File: src/rtl/maquina_pkg.sv
// Shared channel map and event priority for the Maquina push-button front-end
// and the machine top level.
package maquina_pkg;

  localparam int CH_D   = 0;
  localparam int CH_N   = 1;
  localparam int CH_R   = 2;
  localparam int CH_P   = 3;
  localparam int NUM_CH = 4;

  typedef logic [NUM_CH-1:0] ch_vec_t;

  // Channels listed from highest to lowest priority.
  localparam int PRIO_ORDER [NUM_CH] = '{CH_R, CH_D, CH_N, CH_P};

  // One-hot of the highest-priority set bit in req, zero when req is zero.
  // Walks from lowest to highest priority so the last hit wins.
  function automatic ch_vec_t pick_highest(input ch_vec_t req);
    ch_vec_t pick;
    pick = '0;
    for (int k = NUM_CH - 1; k >= 0; k--) begin
      if (req[PRIO_ORDER[k]]) begin
        pick = '0;
        pick[PRIO_ORDER[k]] = 1'b1;
      end
    end
    return pick;
  endfunction

endpackage

File: src/rtl/maquina_debounce.sv
// One push-button channel: two-flop synchroniser, stable-count debouncer and
// rising-edge strobe aligned with the edge on which the level goes high.
module maquina_debounce #(
  parameter int DEBOUNCE_CYCLES = 10000,
  parameter int CNT_W           = 14
) (
  input  logic clk,
  input  logic reset,
  input  logic raw,
  output logic level,
  output logic rise
);

  localparam logic [CNT_W-1:0] TERM = CNT_W'(DEBOUNCE_CYCLES - 1);

  logic             s1;
  logic             s2;
  logic [CNT_W-1:0] cnt;
  logic             differ;
  logic             terminal;

  assign differ   = (s2 != level);
  assign terminal = (cnt == TERM);

  // The level flips on this edge only when the new value is high.
  assign rise = differ & terminal & s2;

  // Bring the asynchronous button level into the clk domain.
  always_ff @(posedge clk or posedge reset) begin
    if (reset) begin
      s1 <= 1'b0;
      s2 <= 1'b0;
    end else begin
      s1 <= raw;
      s2 <= s1;
    end
  end

  // Accept a change only after it has held for DEBOUNCE_CYCLES samples;
  // any return to the current level restarts the count.
  always_ff @(posedge clk or posedge reset) begin
    if (reset) begin
      level <= 1'b0;
      cnt   <= '0;
    end else if (!differ) begin
      cnt <= '0;
    end else if (terminal) begin
      level <= s2;
      cnt   <= '0;
    end else begin
      cnt <= cnt + CNT_W'(1);
    end
  end

endmodule

File: src/rtl/maquina_sw_conditioner.sv
// Input front-end for tt_Maquina_Top: debounces the P/R/N/D buttons and hands
// their press events to the machine one at a time over valid/ready.
module maquina_sw_conditioner
  import maquina_pkg::*;
#(
  parameter int DEBOUNCE_CYCLES = 10000,
  parameter int CNT_W           = 14
) (
  input  logic              clk,
  input  logic              reset,
  input  logic [NUM_CH-1:0] sw_raw,
  input  logic              evt_ready,
  output logic              evt_valid,
  output logic [NUM_CH-1:0] evt_code,
  output logic [NUM_CH-1:0] sw_level,
  output logic [NUM_CH-1:0] overrun
);

  ch_vec_t rise;
  ch_vec_t pending;
  ch_vec_t presented;
  ch_vec_t consume;

  for (genvar i = 0; i < NUM_CH; i++) begin : g_ch
    maquina_debounce #(
      .DEBOUNCE_CYCLES(DEBOUNCE_CYCLES),
      .CNT_W          (CNT_W)
    ) u_debounce (
      .clk  (clk),
      .reset(reset),
      .raw  (sw_raw[i]),
      .level(sw_level[i]),
      .rise (rise[i])
    );
  end

  // Present the highest-priority pending event; only that bit is consumed.
  always_comb begin
    presented = pick_highest(pending);
    evt_valid = |pending;
    evt_code  = presented;
    consume   = (evt_valid && evt_ready) ? presented : '0;
  end

  // A new press re-arms its bit even when the old event leaves this edge;
  // a press landing on a still-unconsumed event is flagged as a sticky overrun.
  always_ff @(posedge clk or posedge reset) begin
    if (reset) begin
      pending <= '0;
      overrun <= '0;
    end else begin
      pending <= (pending & ~consume) | rise;
      overrun <= overrun | (rise & pending & ~consume);
    end
  end

endmodule
File: config.mk
export PLATFORM = sky130hd
export DESIGN_NAME = maquina_sw_conditioner
export DESIGN_NICKNAME = d
export VERILOG_FILES = /design/src/rtl/maquina_pkg.sv /design/src/rtl/maquina_debounce.sv /design/src/rtl/maquina_sw_conditioner.sv
export SDC_FILE = /design/constraint.sdc
export NUM_CORES = 1
export LEC_CHECK = 0
export CAP_MARGIN = 10
export CELL_PAD_IN_SITES_DETAIL_PLACEMENT = 2
export CELL_PAD_IN_SITES_GLOBAL_PLACEMENT = 2
export CORE_ASPECT_RATIO = 2
export CORE_MARGIN = 2
export CORE_UTILIZATION = 41
export CTS_CLUSTER_SIZE = 20
export DETAILED_ROUTE_END_ITERATION = 16
export DONT_BUFFER_PORTS = 1
export GPL_TIMING_DRIVEN = 0
export PLACE_DENSITY = 0.85
export SYNTH_ARGS = -nofsm -noshare
export SYNTH_HDL_FRONTEND = slang
export SYNTH_SLANG_ARGS = --single-unit
export TNS_END_PERCENT = 50
File: constraint.sdc
create_clock -name clk -period 3.36 [get_ports clk]
set_input_delay 0.672 -clock clk [delete_from_list [all_inputs] [get_ports clk]]
set_output_delay 0.672 -clock clk [all_outputs]
set_load 0.02 [all_outputs]
==> flow_summary.yaml, run 1 <==
synth:
  synth-async-reset-ratio: 1.00
  yosysUniqueCellTypes: 37
  syn_area_per_cell_um2: 10.6
  synth_edf_count: 0
  syn_nets: 338
  ys_seq_elements: 76
  netlist_instances: 327
  synth_ff_type: "dfrtp_1"
  synth_area_um2: 3450
  yosys_warnings: 0
  ys_seq_area_frac: 0.551
worst_setup_path:
  cp-startpoint: "g_ch[0].u_debounce.cnt[7]"
  cp-end-kind: "flip-flop"
  crit_arrival_ps: 2370
  rrSetupSlack_ps: 1190
  setup.worst_path.start_class: "flip-flop"
  r2r-start: "g_ch[0].u_debounce.cnt[7]"
  r2r_end: "g_ch[0].u_debounce.cnt[7]"
  path_class: "flip-flop to flip-flop"
  r2r_cells: 5
  cp-endpoint: "g_ch[0].u_debounce.cnt[7]"
  crit_required_ps: 3570
  cp_max_fo: 10
clock_tree:
  hold_buffers: 0
  htreeDepth: 3
  cts_tree: "yes"
  clock_path_buffers: 2
  cts_sinks: 76
  cts_buffers: 9
  root_buffer: "clkbuf_16"
  clock_latency_ps: 330
  post_cts_resized: 0
  cts_setup_buffers: 0
  clkTransAtPathRegs_ps: 60
finish:
  stdcell_count: 442
  nFillCells: 880
  utilization: 0.475
  layout-drive-gt1-share: 0.108
  antenna_cells: 0
  area_growth_pct: 13.2
  final_net_count: 350
  final_cell_mix: "76 x dfrtp_1, 61 x nor2_1, 38 x xnor2_1"
  final_common_cell: "dfrtp_1"
pwr:
  total_power_uw: 1990
  power_density_nw_per_um2: 509
  power_leakage_uw: 0.00167
  max-vdd-ir-drop_uv: 371
placement:
  gp_routability_congestion: 0.755
  dp_slack_ps: 1130
  placed_cells: 426
  place_hpwl_um: 5740
  numPortBuffers: 0
die:
  dieArea_um2: 9220
  io_pins: 20
  fp.coreArea_um2: 8230
  rows: 47
  start_util: 0.420
  die_w_um: 68.9
  fp.dieH_um: 134
timing:
  setup_viol: 0
  setup_slack_ps: 1190
  fmax_mhz: 462
  max-slew-margin-rel: 0.552
  setup_tns_ps: 0
  finalClockSkew_ps: 6.05
  worst_pin_slew_ps: 671
  hold_violations: 0
  period_needed_ps: 2170
  slew_violations: 0
  rsz0062_at_grt: "false"
  min_period_over_period: 0.645
grt:
  grt_use_total: 0.216
  grt_pass1_vias: 2823
  grt_pass1_wl_um: 14600
  antenna_found_initial: 0
  overflow: 0
  grt_start_max_net_pins: 73
route:
  num_vias: 2458
  avgRoutedWirePerCell_um: 19.5
  firstDrtPassIters: 4
  drc_errors: 0
  antenna_left: 0
  drtIter0Drc: 113
  vias_per_cell: 5.56
  routed_wl_um: 8610
hold_path:
  hold_path_class: "input pin to async pin"
outcome:
  outcome: "finished clean"
job:
  drv_cap: 0
==> registers in the layout, indices dropped and copies added (netlist names) <==
signal                 flops
g_ch.u_debounce.cnt       56
pending                    4
overrun                    4
g_ch.u_debounce.s2         4
g_ch.u_debounce.s1         4
g_ch.u_debounce.level      4
==> cell families after synthesis <==
group / share of synthesized area
AO/OA/AOI/OAI: 0.0138
XOR/XNOR: 0.129
adder cells (fa/ha/maj): 0.0145
buffers and inverters: 0.0355
flip-flops: 0.551
multiplexers: 0.0181
AND/OR/NAND/NOR: 0.238
==> synth_stat cells, types with 3 or more instances <==
cell type	n	area share
dfrtp_1	76	0.55
nor2_1	61	0.066
xnor2_1	38	0.096
nand2_1	18	0.020
nand3_1	15	0.022
nor3_1	15	0.022
inv_1	13	0.014
xor2_1	13	0.033
nand4_1	12	0.022
nor4_1	12	0.022
buf_4	5	0.011
ha_1	4	0.014
nand3b_1	4	0.0087
o21bai_1	4	0.0087
or3_1	3	0.0054
or4b_1	3	0.0087
==> through the flow <==
step,hold WS [ps],instance area (um2)
finish,92.0,3910
floorplan,331,3450
detailed placement,338,3610
CTS,75.3,3910
global route,83.8,3910
global placement,334,3580
==> worst min-delay path by stage <==
stage	endpoint	startpoint	slack (ps)
final	g_ch[3].u_debounce.cnt[6]	reset	90
after floorplan	g_ch[0].u_debounce.s2	g_ch[0].u_debounce.s1	330
after global placement	g_ch[3].u_debounce.s2	g_ch[3].u_debounce.s1	330
after CTS	overrun[3]	reset	80
after global routing	g_ch[3].u_debounce.cnt[6]	reset	80
after detailed placement	g_ch[0].u_debounce.s2	g_ch[0].u_debounce.s1	340
==> power by group <==
part           internal [uW]  total [uW]  leakage [uW]  switching, uW
Clock                    613         979      0.000149            366
Combinational           20.1        62.0      0.000488           41.8
Sequential               932         950       0.00103           18.1
==> critical path, cell delays in order, from the launching register on <==
cell      delay, ps
dfrtp_1         420
or4_1           580
nor4_2          400
nand2b_1        280
buf_2           270
nor2_1           90
==> area by class of cell <==
class                   instances  area (um2)  area share
flip-flops and latches         76        1900       0.486
well taps                      98         123      0.0314
plain buffers                  10        73.8      0.0189
multi-input cells             228        1430       0.366
clock inverters                 4        47.5      0.0122
inverters                      13        51.3      0.0131
repair buffers                  1        27.5     0.00704
clock buffers                  12         256      0.0656
==> layer usage <==
metal  GRT usage  part of all wire  wire, um  vias up
li1            -                 -         -     1121
met1       0.241              0.37      3160     1284
met2       0.391              0.59      5050       39
met3      0.0436             0.026       220       14
met4      0.0730             0.020       175        0
met5           0                 0         0        -
(Power assumes the default switching activity.)
==> inputs of run 2 (changes only) <==
CORE_UTILIZATION = 37   (was 41)
PLACE_DENSITY = 0.82   (was 0.85)
clock period = 1.84 ns   (was 3.36 ns; I/O delays follow)
==> run 2 against run 1 <==
Effect of this change:
- critical endpoint is now g_ch[2].u_debounce.cnt[7]
- setup slack lost 1300 ps
- sequential power up 83%
- core utilization is 0.40 points lower
- largest cell class unchanged
- final area is 8.5% higher
- the flow now finishes with violations (setup timing)
- die area rose by 10%
- final cell count grew 4.3%
- sequential share of layout area shrank 3.8 points
- flip-flop and latch count did not move
==> flow_summary.yaml, run 2 (synthesized netlist as in run 1, its figures left out) <==
placement:
  placed_area_um2: 3630
  place_hpwl_um: 6040
  numPortBuffers: 0
  gp_routability_congestion: 0.801
  dp_slack_ps: -303
  placed_cells: 431
job:
  drv_cap: 0
die:
  dieArea_um2: 10200
  fp.coreArea_um2: 9010
  start_util: 0.383
  die_w_um: 72.3
  fp.dieH_um: 141
  io_pins: 20
  rows: 49
worst_setup_path:
  crit_buf_inv: 1
  crit_arrival_ps: 2180
  r2r_end: "g_ch[2].u_debounce.cnt[7]"
  path_delay_family: "simple AND/OR/NAND/NOR gates"
  slowest_delay_ps: 570
  setup.worst_path.start_class: "flip-flop"
  slowest_stage: "or4b_4"
  path_cells: "or4b_4, or4_4, nand2_4, clkbuf_16, nor2_1"
  cp-startpoint: "g_ch[2].u_debounce.cnt[11]"
  cp-endpoint: "g_ch[2].u_debounce.cnt[7]"
  rrSetupSlack_ps: -120
  cp_max_fo: 5
  crit_required_ps: 2070
  path_class: "flip-flop to flip-flop"
  cp.depth: 5
  r2r-start: "g_ch[2].u_debounce.cnt[11]"
  cp-end-kind: "flip-flop"
  r2r_cells: 5
outcome:
  violations: "setup timing"
  outcome: "finished, violations left"
grt:
  antenna_found_initial: 1
  grt_pass1_vias: 2981
  grt_pass1_wl_um: 15800
  grt_use_total: 0.208
  overflow: 0
  grt_start_max_net_pins: 41
timing:
  finalClockSkew_ps: 9.72
  rsz0062_at_grt: "true"
  max-slew-margin-rel: 0.556
  slew_violations: 0
  whs_ps: 58.6
  fmax_mhz: 512
  setup_viol: 28
  period_needed_ps: 1960
  hold_violations: 0
  setup_slack_ps: -115
  setup_tns_ps: -2020
  worst_pin_slew_ps: 665
  min_period_over_period: 1.06
pwr:
  power_density_nw_per_um2: 926
  max-vdd-ir-drop_uv: 795
  power_leakage_uw: 0.00179
  switching_share: 0.209
  seq_power_share: 0.442
  p_int_uw: 3110
  combPwrFrac: 0.038
  p_switching_uw: 822
  clkPwrFrac: 0.520
route:
  num_vias: 2554
  antenna_left: 0
  vias_per_cell: 5.54
  drtIter0Drc: 132
  firstDrtPassIters: 4
  avgRoutedWirePerCell_um: 21.4
  drc_errors: 0
  routed_wl_um: 9870
clock_tree:
  cts_sinks: 76
  htreeDepth: 3
  clock_path_buffers: 2
  root_buffer: "clkbuf_16"
  cts_tree: "yes"
  cts_buffers: 9
  clkTransAtPathRegs_ps: 60
  clock_latency_ps: 340
finish:
  stdcell_count: 461
  area_growth_pct: 22.9
  final_area_um2: 4250
  layout-drive-gt1-share: 0.204
  largest_reg_flops: 56
  final_common_cell: "dfrtp_1"
  final_cell_mix: "74 x dfrtp_1, 55 x nor2_1, 38 x xnor2_1"
  final_net_count: 365
  regMostFlops: "g_ch.u_debounce.cnt"
hold_path:
  hold_path_class: "input pin to flip-flop"
  whs_path_depth: 0
-- run 2: cell types whose count changed in the layout (fill, tap and decap cells not counted), moves of 3 or more --
cell | previous run | this run
nand3_1 | 15 | 11
buf_4 | 5 | 18
or4b_1 | 3 | 0
buf_8 | 0 | 3
nand3_2 | 0 | 3
nor2_1 | 61 | 55
nor2_2 | 0 | 6
or4b_4 | 0 | 3
-- run 2: how the worst min path moves through the flow --
stage / startpoint / to / slack [ps]
finish: sw_raw[1] / g_ch[1].u_debounce.s1 / 60
global route: sw_raw[1] / g_ch[1].u_debounce.s1 / 40
CTS: sw_raw[1] / g_ch[1].u_debounce.s1 / 50
detailed placement: reset / g_ch[0].u_debounce.cnt[12] / 180
global placement: g_ch[3].u_debounce.s1 / g_ch[3].u_debounce.s2 / 330
floorplan: g_ch[0].u_debounce.s1 / g_ch[0].u_debounce.s2 / 330
-- run 2: repair_timing --
action | in CTS | in global routing
hold endpoints to repair | 7 | 0
hold buffers | 1 | 0
gates cloned | 0 | 1
resized for setup | 19 | 18
setup endpoints to repair | 61 | 54
pin swaps | 9 | 2
setup buffers | 11 | 2
-- run 2: through the flow --
stage          utilization  total power (uW)
3_3_place_gp         0.398              1860
5_1_grt              0.471              4060
4_1_cts              0.459              3950
3_5_place_dp         0.402              1890
2_1_floorplan            -              1830
6_report             0.471              3930
-- run 2: worst reg2reg max path: cells and delay by family (launching register included) --
| kind | cells | cell delay, ps |
|---|---|---|
| buffers and inverters | 1 | 150 |
| flip-flops | 1 | 410 |
| AND/OR/NAND/NOR | 4 | 1280 |
-- run 2: layer usage --
metal / up-vias / global-route usage / routed length, um
met1: 1330 / 0.218 / 3490
met5: - / 0 / 0
met2: 42 / 0.380 / 5770
met3: 26 / 0.0379 / 255
li1: 1156 / - / -
met4: 0 / 0.104 / 354
-- run 2: power groups by stage --
stage | registers, uW | clock network, uW | logic (uW)
detailed placement | 1760 | 0 | 124
finish | 1740 | 2040 | 149
global placement | 1760 | 0 | 104
global route | 1740 | 2150 | 167
floorplan | 1750 | 0 | 80.1
CTS | 1740 | 2070 | 141
-- run 2: layout make-up --
type,count,area (um2)
antenna,1,2.50
timing repair buffer,17,173
inverter,13,52.6
clock inverter,5,100
sequential,76,1900
fill,936,4770
clock buffer,10,239
multi-input combinational,228,1550
buffer,9,93.8
tap,102,128
==> inputs of run 3 (changes only) <==
RECOVER_POWER = 100   (was unset)
==> run 3 against run 2 <==
Effect of this change:
- the run still ends with setup timing left
- non-clock buffer count is the same
- fmax is essentially flat
- final area is 1.1% lower
- hold slack hardly changed
- sequential share of layout area rose by 0.51 points
- wire length down 0.12%
- critical path depth unchanged
- combinational power shrank 5%
- sequential power barely moved
- clock skew fell by 0.90 ps
- clock power about the same
- largest cell class unchanged
==> flow_summary.yaml, run 3 (synthesized netlist as in run 1, its figures left out) <==
die:
  rows: 49
  dieArea_um2: 10200
  fp.coreArea_um2: 9010
  die_w_um: 72.3
  start_util: 0.383
  io_pins: 20
  fp.dieH_um: 141
pwr:
  power_density_nw_per_um2: 934
  power_leakage_uw: 0.00176
  max-vdd-ir-drop_uv: 794
finish:
  multi_input_comb_area_um2: 1550
  nFillCells: 942
  final_common_cell: "dfrtp_1"
  final_net_count: 365
  area_growth_pct: 21.5
  final_cell_mix: "74 x dfrtp_1, 55 x nor2_1, 38 x xnor2_1"
  layout-drive-gt1-share: 0.187
  register_area_um2: 1900
  largest_reg_flops: 56
  regMostFlops: "g_ch.u_debounce.cnt"
  final_area_um2: 4200
timing:
  setup_viol: 28
  max-slew-margin-rel: 0.556
  setup_slack_ps: -115
  hold_violations: 0
  rsz0062_at_grt: "true"
  finalClockSkew_ps: 8.82
  period_needed_ps: 1960
  slew_violations: 0
  fmax_mhz: 511
  worst_pin_slew_ps: 665
  min_period_over_period: 1.06
clock_tree:
  cts_buffers: 9
  clock_latency_ps: 340
  clock_path_buffers: 2
  cts_tree: "yes"
  clkTransAtPathRegs_ps: 60
  htreeDepth: 3
  cts_sinks: 76
  root_buffer: "clkbuf_16"
grt:
  grt_pass1_vias: 2981
  antenna_found_initial: 1
  grt_start_max_net_pins: 41
  grt_pass1_wl_um: 15800
  overflow: 0
  grt_use_total: 0.208
worst_setup_path:
  cp-end-kind: "flip-flop"
  r2r_end: "g_ch[2].u_debounce.cnt[7]"
  r2r_cells: 5
  setup.worst_path.start_class: "flip-flop"
  path_class: "flip-flop to flip-flop"
  crit_required_ps: 2070
  rrSetupSlack_ps: -120
  crit_arrival_ps: 2180
  cp_max_fo: 5
  r2r-start: "g_ch[2].u_debounce.cnt[11]"
hold_path:
  holdPathEnd: "g_ch[1].u_debounce.s1"
  hold_path_class: "input pin to flip-flop"
  whs_path_depth: 0
  min-delay-start: "sw_raw[1]"
route:
  firstDrtPassIters: 4
  drtIter0Drc: 148
  vias_per_cell: 5.54
  num_vias: 2553
  avgRoutedWirePerCell_um: 21.4
  drc_errors: 0
  routed_wl_um: 9860
  antenna_left: 0
placement:
  placed_area_um2: 3630
  gp_routability_congestion: 0.801
  dp_slack_ps: -303
  place_hpwl_um: 6040
  numPortBuffers: 0
outcome:
  violations: "setup timing"
  outcome: "finished, violations left"
job:
  drv_cap: 0
==> run 3: changes by cell type in the layout (fill, tap and decap cells not counted), sizes merged <==
cell    previous run  this run
buf               24        18
clkbuf            11        17
==> run 3: routing by layer <==
layer	vias to the layer above	GRT usage	wire (um)
li1	1157	-	-
met1	1328	0.218	3460
met2	42	0.380	5790
met3	26	0.0379	253
met4	0	0.104	354
met5	-	0	0
==> run 3: how the worst max path moves through the flow <==
stage                               startpoint                          to  cells after the start
global route        g_ch[2].u_debounce.cnt[11]   g_ch[2].u_debounce.cnt[7]                      5
detailed placement  g_ch[3].u_debounce.cnt[12]  g_ch[3].u_debounce.cnt[11]                      5
finish              g_ch[2].u_debounce.cnt[11]   g_ch[2].u_debounce.cnt[7]                      5
floorplan           g_ch[1].u_debounce.cnt[11]    g_ch[1].u_debounce.level                      3
global placement     g_ch[0].u_debounce.cnt[7]  g_ch[0].u_debounce.cnt[12]                      5
CTS                 g_ch[2].u_debounce.cnt[11]    g_ch[2].u_debounce.level                      3
==> run 3: power breakdown <==
part	total [uW]	switching [uW]	leakage (uW)	internal [uW]
registers	1740	36.1	0.00103	1700
logic	142	89.4	0.000560	52.4
clock network	2040	693	0.000168	1350
==> run 3: repair_timing <==
| item | in CTS | in global routing |
|---|---|---|
| hold endpoints to repair | 7 | 0 |
| cloned | 0 | 1 |
| gates resized for setup | 19 | 18 |
| hold buffers | 1 | 0 |
| setup endpoints to repair | 61 | 54 |
| setup buffers | 11 | 2 |
| pin swaps | 9 | 2 |
==> run 3: critical path, stage by stage, from the launching register on <==
cell       delay (ps)
dfrtp_1           410
or4b_4            570
or4_4             540
nand2_4           120
clkbuf_16         150
nor2_1             50
==> run 3: area by class of cell <==
type	count	share of cell area
Sequential cell	76	0.454
Multi-Input combinational cell	228	0.369
Clock buffer	10	0.0569
Timing Repair Buffer	17	0.0361
Tap cell	102	0.0304
Clock inverter	5	0.0238
Buffer	9	0.0179
Inverter	13	0.0119
Antenna cell	1	0.000596
==> run 3: stage by stage <==
step	hold slack, ps	total power (uW)	util	instances	setup TNS (ps)
finish	58.5	3920	0.466	461	-2020
global route	43.2	4060	0.466	461	-3840
CTS	49.5	3950	0.459	457	-936
detailed placement	182	1890	0.402	431	-10150
global placement	332	1860	0.398	429	-8470
floorplan	331	1830	-	327	-626
